--- src/rtl/gnr_ctrl_pkg.sv ---
// Shared types for the gene-network attractor controller: FSM states,
// default counter width and the result record.
package gnr_ctrl_pkg;

    localparam int CNT_W_DEF   = 16;
    localparam int N_NODES_DEF = 8;

    typedef enum logic [2:0] {
        ST_IDLE,
        ST_LOAD,
        ST_STEP,
        ST_CHECK,
        ST_CYC_STEP,
        ST_CYC_CHECK,
        ST_DONE
    } state_e;

    // Result record at the default build widths; the controller declares
    // the same shape locally so it follows its own parameters.
    typedef struct packed {
        logic [CNT_W_DEF-1:0]   meet;
        logic [CNT_W_DEF-1:0]   period;
        logic [N_NODES_DEF-1:0] state;
        logic                   timeout;
    } gnr_res_t;

endpackage

--- src/rtl/gnr_attractor_ctrl.sv ---
// Loads an initial state into a dual-copy node array, runs Floyd cycle
// detection with step strobes, then measures the attractor period.
//
// state        | meaning
// IDLE         | waiting for an initial state offer
// LOAD         | node load strobe, step counter cleared
// STEP         | tortoise + hare step strobe
// CHECK        | compare copies after step, detect meet / timeout
// CYC_STEP     | hare-only step while measuring the period
// CYC_CHECK    | compare hare with the meet snapshot
// DONE         | result offered until accepted
module gnr_attractor_ctrl
    import gnr_ctrl_pkg::*;
#(
    parameter int N_NODES   = N_NODES_DEF,
    parameter int CNT_W     = CNT_W_DEF,
    parameter int MAX_STEPS = 65535
) (
    input  logic               clk,
    input  logic               rst,
    input  logic               start,
    input  logic               init_valid,
    output logic               init_ready,
    input  logic [N_NODES-1:0] init_data,
    output logic               reset_nos,
    output logic [N_NODES-1:0] init_state,
    output logic               start_s0,
    output logic               start_s1,
    input  logic [N_NODES-1:0] net_s0,
    input  logic [N_NODES-1:0] net_s1,
    output logic               res_valid,
    input  logic               res_ready,
    output logic [CNT_W-1:0]   res_meet,
    output logic [CNT_W-1:0]   res_period,
    output logic [N_NODES-1:0] res_state,
    output logic               res_timeout
);

    localparam logic [CNT_W-1:0] MAX_CNT = CNT_W'(MAX_STEPS);

    typedef struct packed {
        logic [CNT_W-1:0]   meet;
        logic [CNT_W-1:0]   period;
        logic [N_NODES-1:0] state;
        logic               timeout;
    } res_t;

    state_e             state_q, state_d;
    logic [N_NODES-1:0] init_state_q, init_state_d;
    logic [CNT_W-1:0]   step_cnt_q, step_cnt_d;
    logic [CNT_W-1:0]   per_cnt_q, per_cnt_d;
    res_t               res_q, res_d;

    function automatic logic [CNT_W-1:0] sat_inc(input logic [CNT_W-1:0] v);
        return (v >= MAX_CNT) ? v : v + CNT_W'(1);
    endfunction

    always_comb begin
        state_d      = state_q;
        init_state_d = init_state_q;
        step_cnt_d   = step_cnt_q;
        per_cnt_d    = per_cnt_q;
        res_d        = res_q;
        // Everything freezes while start is low so a run resumes in place.
        if (start) begin
            unique case (state_q)
                ST_IDLE: begin
                    if (init_valid) begin
                        init_state_d = init_data;
                        res_d        = '0;
                        state_d      = ST_LOAD;
                    end
                end
                ST_LOAD: begin
                    step_cnt_d = '0;
                    state_d    = ST_STEP;
                end
                ST_STEP: begin
                    step_cnt_d = sat_inc(step_cnt_q);
                    state_d    = ST_CHECK;
                end
                ST_CHECK: begin
                    // Tortoise only lines up with hare/2 on even step counts.
                    if (!step_cnt_q[0] && (net_s0 == net_s1)) begin
                        res_d.meet  = step_cnt_q;
                        res_d.state = net_s1;
                        per_cnt_d   = '0;
                        state_d     = ST_CYC_STEP;
                    end else if (step_cnt_q == MAX_CNT) begin
                        res_d.timeout = 1'b1;
                        res_d.period  = '0;
                        state_d       = ST_DONE;
                    end else begin
                        state_d = ST_STEP;
                    end
                end
                ST_CYC_STEP: begin
                    per_cnt_d = sat_inc(per_cnt_q);
                    state_d   = ST_CYC_CHECK;
                end
                ST_CYC_CHECK: begin
                    if (net_s1 == res_q.state) begin
                        res_d.period = per_cnt_q;
                        state_d      = ST_DONE;
                    end else if (per_cnt_q == MAX_CNT) begin
                        res_d.timeout = 1'b1;
                        res_d.period  = '0;
                        state_d       = ST_DONE;
                    end else begin
                        state_d = ST_CYC_STEP;
                    end
                end
                ST_DONE: begin
                    if (res_ready) state_d = ST_IDLE;
                end
                default: state_d = ST_IDLE;
            endcase
        end
    end

    always_ff @(posedge clk) begin
        if (rst) begin
            state_q      <= ST_IDLE;
            init_state_q <= '0;
            step_cnt_q   <= '0;
            per_cnt_q    <= '0;
            res_q        <= '0;
        end else begin
            state_q      <= state_d;
            init_state_q <= init_state_d;
            step_cnt_q   <= step_cnt_d;
            per_cnt_q    <= per_cnt_d;
            res_q        <= res_d;
        end
    end

    assign init_ready  = (state_q == ST_IDLE);
    assign res_valid   = (state_q == ST_DONE);
    assign reset_nos   = start && (state_q == ST_LOAD);
    assign start_s0    = start && (state_q == ST_STEP);
    assign start_s1    = start && ((state_q == ST_STEP) || (state_q == ST_CYC_STEP));
    assign init_state  = init_state_q;
    assign res_meet    = res_q.meet;
    assign res_period  = res_q.period;
    assign res_state   = res_q.state;
    assign res_timeout = res_q.timeout;

endmodule

--- config.mk ---
export PLATFORM = sky130hd
export DESIGN_NAME = gnr_attractor_ctrl
export DESIGN_NICKNAME = d
export VERILOG_FILES = /design/src/rtl/gnr_ctrl_pkg.sv /design/src/rtl/gnr_attractor_ctrl.sv
export SDC_FILE = /design/constraint.sdc
export NUM_CORES = 1
export LEC_CHECK = 0
export BUFFER_PORTS_ARGS = -buffer_cell sky130_fd_sc_hd__buf_2
export CAP_MARGIN = 20
export CORE_UTILIZATION = 55
export DETAILED_ROUTE_END_ITERATION = 10
export GPL_TIMING_DRIVEN = 0
export MAX_ROUTING_LAYER = met4
export PLACE_DENSITY = 0.83
export REMOVE_ABC_BUFFERS = 1
export SYNTH_ARGS = -nofsm -noshare
export SYNTH_HDL_FRONTEND = slang
export SYNTH_SLANG_ARGS = --single-unit
--- constraint.sdc ---
create_clock -name clk -period 2.7 [get_ports clk]
set_clock_uncertainty 0.1 [all_clocks]
set_input_delay 0.135 -clock clk [delete_from_list [all_inputs] [get_ports clk]]
set_output_delay 0.135 -clock clk [all_outputs]
set_load 0.02 [all_outputs]
==> reports/qor.yml <==
status:
  status: "complete, no violations"
timing:
  tightest_slew_ps: 1010
  period_needed_ps: 2510
  finalHoldViolCount: 0
  slew_violations: 0
  slew_headroom_pct: 32.8
  rsz0062_at_grt: "false"
  period_share_pct: 93.0
  max_freq_mhz: 398
  setup_viol: 0
yosys:
  yosys.area_share.simple_pct: 28.9
  synth_compound_area_share_pct: 11.9
  yosysSeqAreaShare_pct: 42.4
  synth_cell_types: 47
  yosys_warnings: 0
  synth.avg_cell_area_um2: 8.38
  synthCells: 473
  syn_area_um2: 3960
  synth_edf_count: 0
  synth_fa_ha_area_share_pct: 0.631
  synth-xor-area-share_pct: 6.85
  synthMuxAreaShare_pct: 4.58
  synth_async_sr_flop_share_pct: 0
  ys.flop_type: "dfxtp_1"
  synth_seq_cells: 84
  synth_top_family_by_area: "simple AND/OR/NAND/NOR gates"
worst_setup_path:
  critical-path-max-stage-delay_ps: 590
  crit_top_cell: "nand3_1"
  r2r_cells: 7
  critPathArrivalTime_ps: 2660
  worstReg2RegEnd: "per_cnt_q[10]"
  path_cells: "ha_1 -> nand4_1 -> or4_1 -> nand3_1 -> a21oi_1 -> nand3_1 -> mux2_1"
  crit_required_ps: 2850
  slowest_stage: "or4_1"
  path_class: "reg2reg"
  cp_max_fo: 6
  cp-start-kind: "flop"
  r2r_slack_ps: 190
  crit_path_end_kind: "flop"
  r2r_start: "per_cnt_q[0]"
placed_design:
  dpl.hpwl_mm: 6.11
  placed_area_um2: 4360
  port_buffers: 82
  gp_congestion: 0.894
power_and_ir_drop:
  seq_power_share_pct: 52.3
  p_int_mw: 1.83
  swShare_pct: 23.9
  pwr-share-clk_pct: 39.5
  ir_drop_v: 0.000391
  p_leak_nw: 1.80
  p_comb_share_pct: 8.2
  power.switching_mw: 0.576
  report.power.total_mw: 2.41
  p_per_area_nw_per_um2: 512
job:
  drv_cap: 0
layout:
  final_common_cell: "buf_2"
  final_cell_mix: "buf_2 (82), dfxtp_1 (81), nor2_1 (44), a21oi_1 (39)"
  drive_gt1_share_pct: 21.5
  area_growth_pct: 18.7
  fin_area_um2: 4700
  utilization_pct: 68.5
  nets: 579
  n_antenna_cell: 0
floorplan:
  core_um2: 6870
  rows: 30
  initial_core_util_pct: 57.7
  die_area_um2: 7550
  die_h_um: 86.9
  die_x_um: 86.9
  num_io_pins: 83
worst_hold_path:
  hold_path_depth: 4
  hold_end: "state_q[1]"
  hold_class: "in2reg"
  min_from: "res_ready"
clocking:
  cts_tree: "yes"
  clock_sinks: 84
  clock_latency_ps: 360
  cts_root_buf: "clkbuf_8"
  clockBufferDepth: 2
  numCtsBuffers: 9
  ctsHtreeMaxLevel: 3
  clkTransAtPathRegs_ps: 80
global_route:
  antenna_found_initial: 0
  grt_pass1_vias: 3368
  grt_max_degree: 60
  grt_overflow_total: 0
  grt_usage_pct: 26.1
  grt_pass1_wl_mm: 15.2
drt:
  via_per_inst: 5.67
  drtIter0Drc: 201
  routed-via-count: 3682
  drc: 0
  post_drt_wl_per_cell_um: 13.9
  drtPass1Iterations: 5
  ant_nets: 0
  totalWireLength_mm: 9.05
flip-flops by register name (all words and copies together) (netlist names):
name,cells
per_cnt_q,16
res_meet,16
res_period,16
step_cnt_q,16
res_timeout,1
state_q,3
res_state,8
init_state,8
synthesized netlist by cell type, types with 2 or more instances:
master	n	area, µm²
nor4_1	4	25.0
a211oi_1	3	22.5
buf_1	2	7.51
o21a_1	2	15.0
nand2b_1	20	125
or3_1	14	87.6
nand3_1	29	145
inv_1	8	30.0
or4_4	2	22.5
buf_6	4	45.0
nor2_1	44	165
and4_1	2	17.5
buf_2	2	10.0
nor3_1	9	45.0
ha_1	2	25.0
o21ai_0	32	160
and2_1	10	62.6
mux2i_1	17	170
nand4_1	30	188
and3_1	2	12.5
dfxtp_1	84	1680
clkbuf_1	22	82.6
nand2_1	32	120
or2_2	2	12.5
nor3b_1	4	30.0
xnor2_1	13	114
a21oi_1	39	195
or4_1	2	15.0
a31oi_1	2	12.5
xor2_1	18	158
final cells by class:
type / instances / area, µm²
Fill cell: 548 / 2160
Tap cell: 96 / 120
Clock inverter: 3 / 43.8
Multi-Input combinational cell: 350 / 2130
Inverter: 8 / 30.0
Sequential cell: 84 / 1690
Timing Repair Buffer: 95 / 528
Clock buffer: 13 / 169
metal layers:
metal / GRT usage, % / vias to the layer above / share of wire, %
met5: - / - / 0
met4: 8.33 / 0 / 1.6
met3: 5.88 / 15 / 5.4
met2: 42.4 / 116 / 47
met1: 32.4 / 1728 / 46
li1: - / 1823 / -
logic make-up (layout without fill, tap and decap cells):
kind of cell / count (synthesis) / count (layout)
adders and majority gates: 2 / 2
xor gates and xnor gates: 31 / 31
DFF: 84 / 84
muxes: 18 / 18
and+or+nand+nor: 214 / 214
AOI/OAI and AO/OA: 85 / 85
buffers and inverters: 39 / 119
critical path, delay by kind of cell, from the launching register on:
kind | cells | cell delay (ps)
and+or+nand+nor | 4 | 1120
AOI/OAI and AO/OA | 1 | 150
DFF | 1 | 410
adders and majority gates | 1 | 320
muxes | 1 | 310
through the flow:
step	setup WS (ps)	hold slack, ps	cells	setup TNS (ps)
floorplan	-589	104	442	-13990
global placement	-1320	266	620	-48310
detailed placement	-664	281	622	-17190
CTS	34.5	15.2	649	0
global route	6.07	49.4	649	0
finish	189	17.9	649	0
power groups by stage:
stage / Combinational [mW] / Sequential (mW) / Clock (mW)
2_1_floorplan: 0.0958 / 1.30 / 0
3_3_place_gp: 0.175 / 1.29 / 0
3_5_place_dp: 0.182 / 1.29 / 0
4_1_cts: 0.196 / 1.26 / 0.957
5_1_grt: 0.215 / 1.26 / 1.02
6_report: 0.198 / 1.26 / 0.950
worst max-delay path by stage:
stage,to,startpoint,slack (ps),cells past startpoint
floorplan,res_meet[14],state_q[2],-590,5
global placement,res_meet[12],state_q[2],-1320,5
detailed placement,res_period[10],state_q[2],-660,6
CTS,per_cnt_q[14],state_q[1],30,6
global route,per_cnt_q[14],per_cnt_q[0],6,7
finish,per_cnt_q[10],per_cnt_q[0],190,7
repair_timing:
item | in CTS | in global routing
buffers inserted | 3 | 0
pin swaps | 1 | 0
gates resized for setup | 5 | 4
endpoints found under the hold margin | 8 | 0
hold buffers | 8 | 0
endpoints found under the setup margin | 56 | 26
No activity file was read; power rests on OpenSTA's default activity.
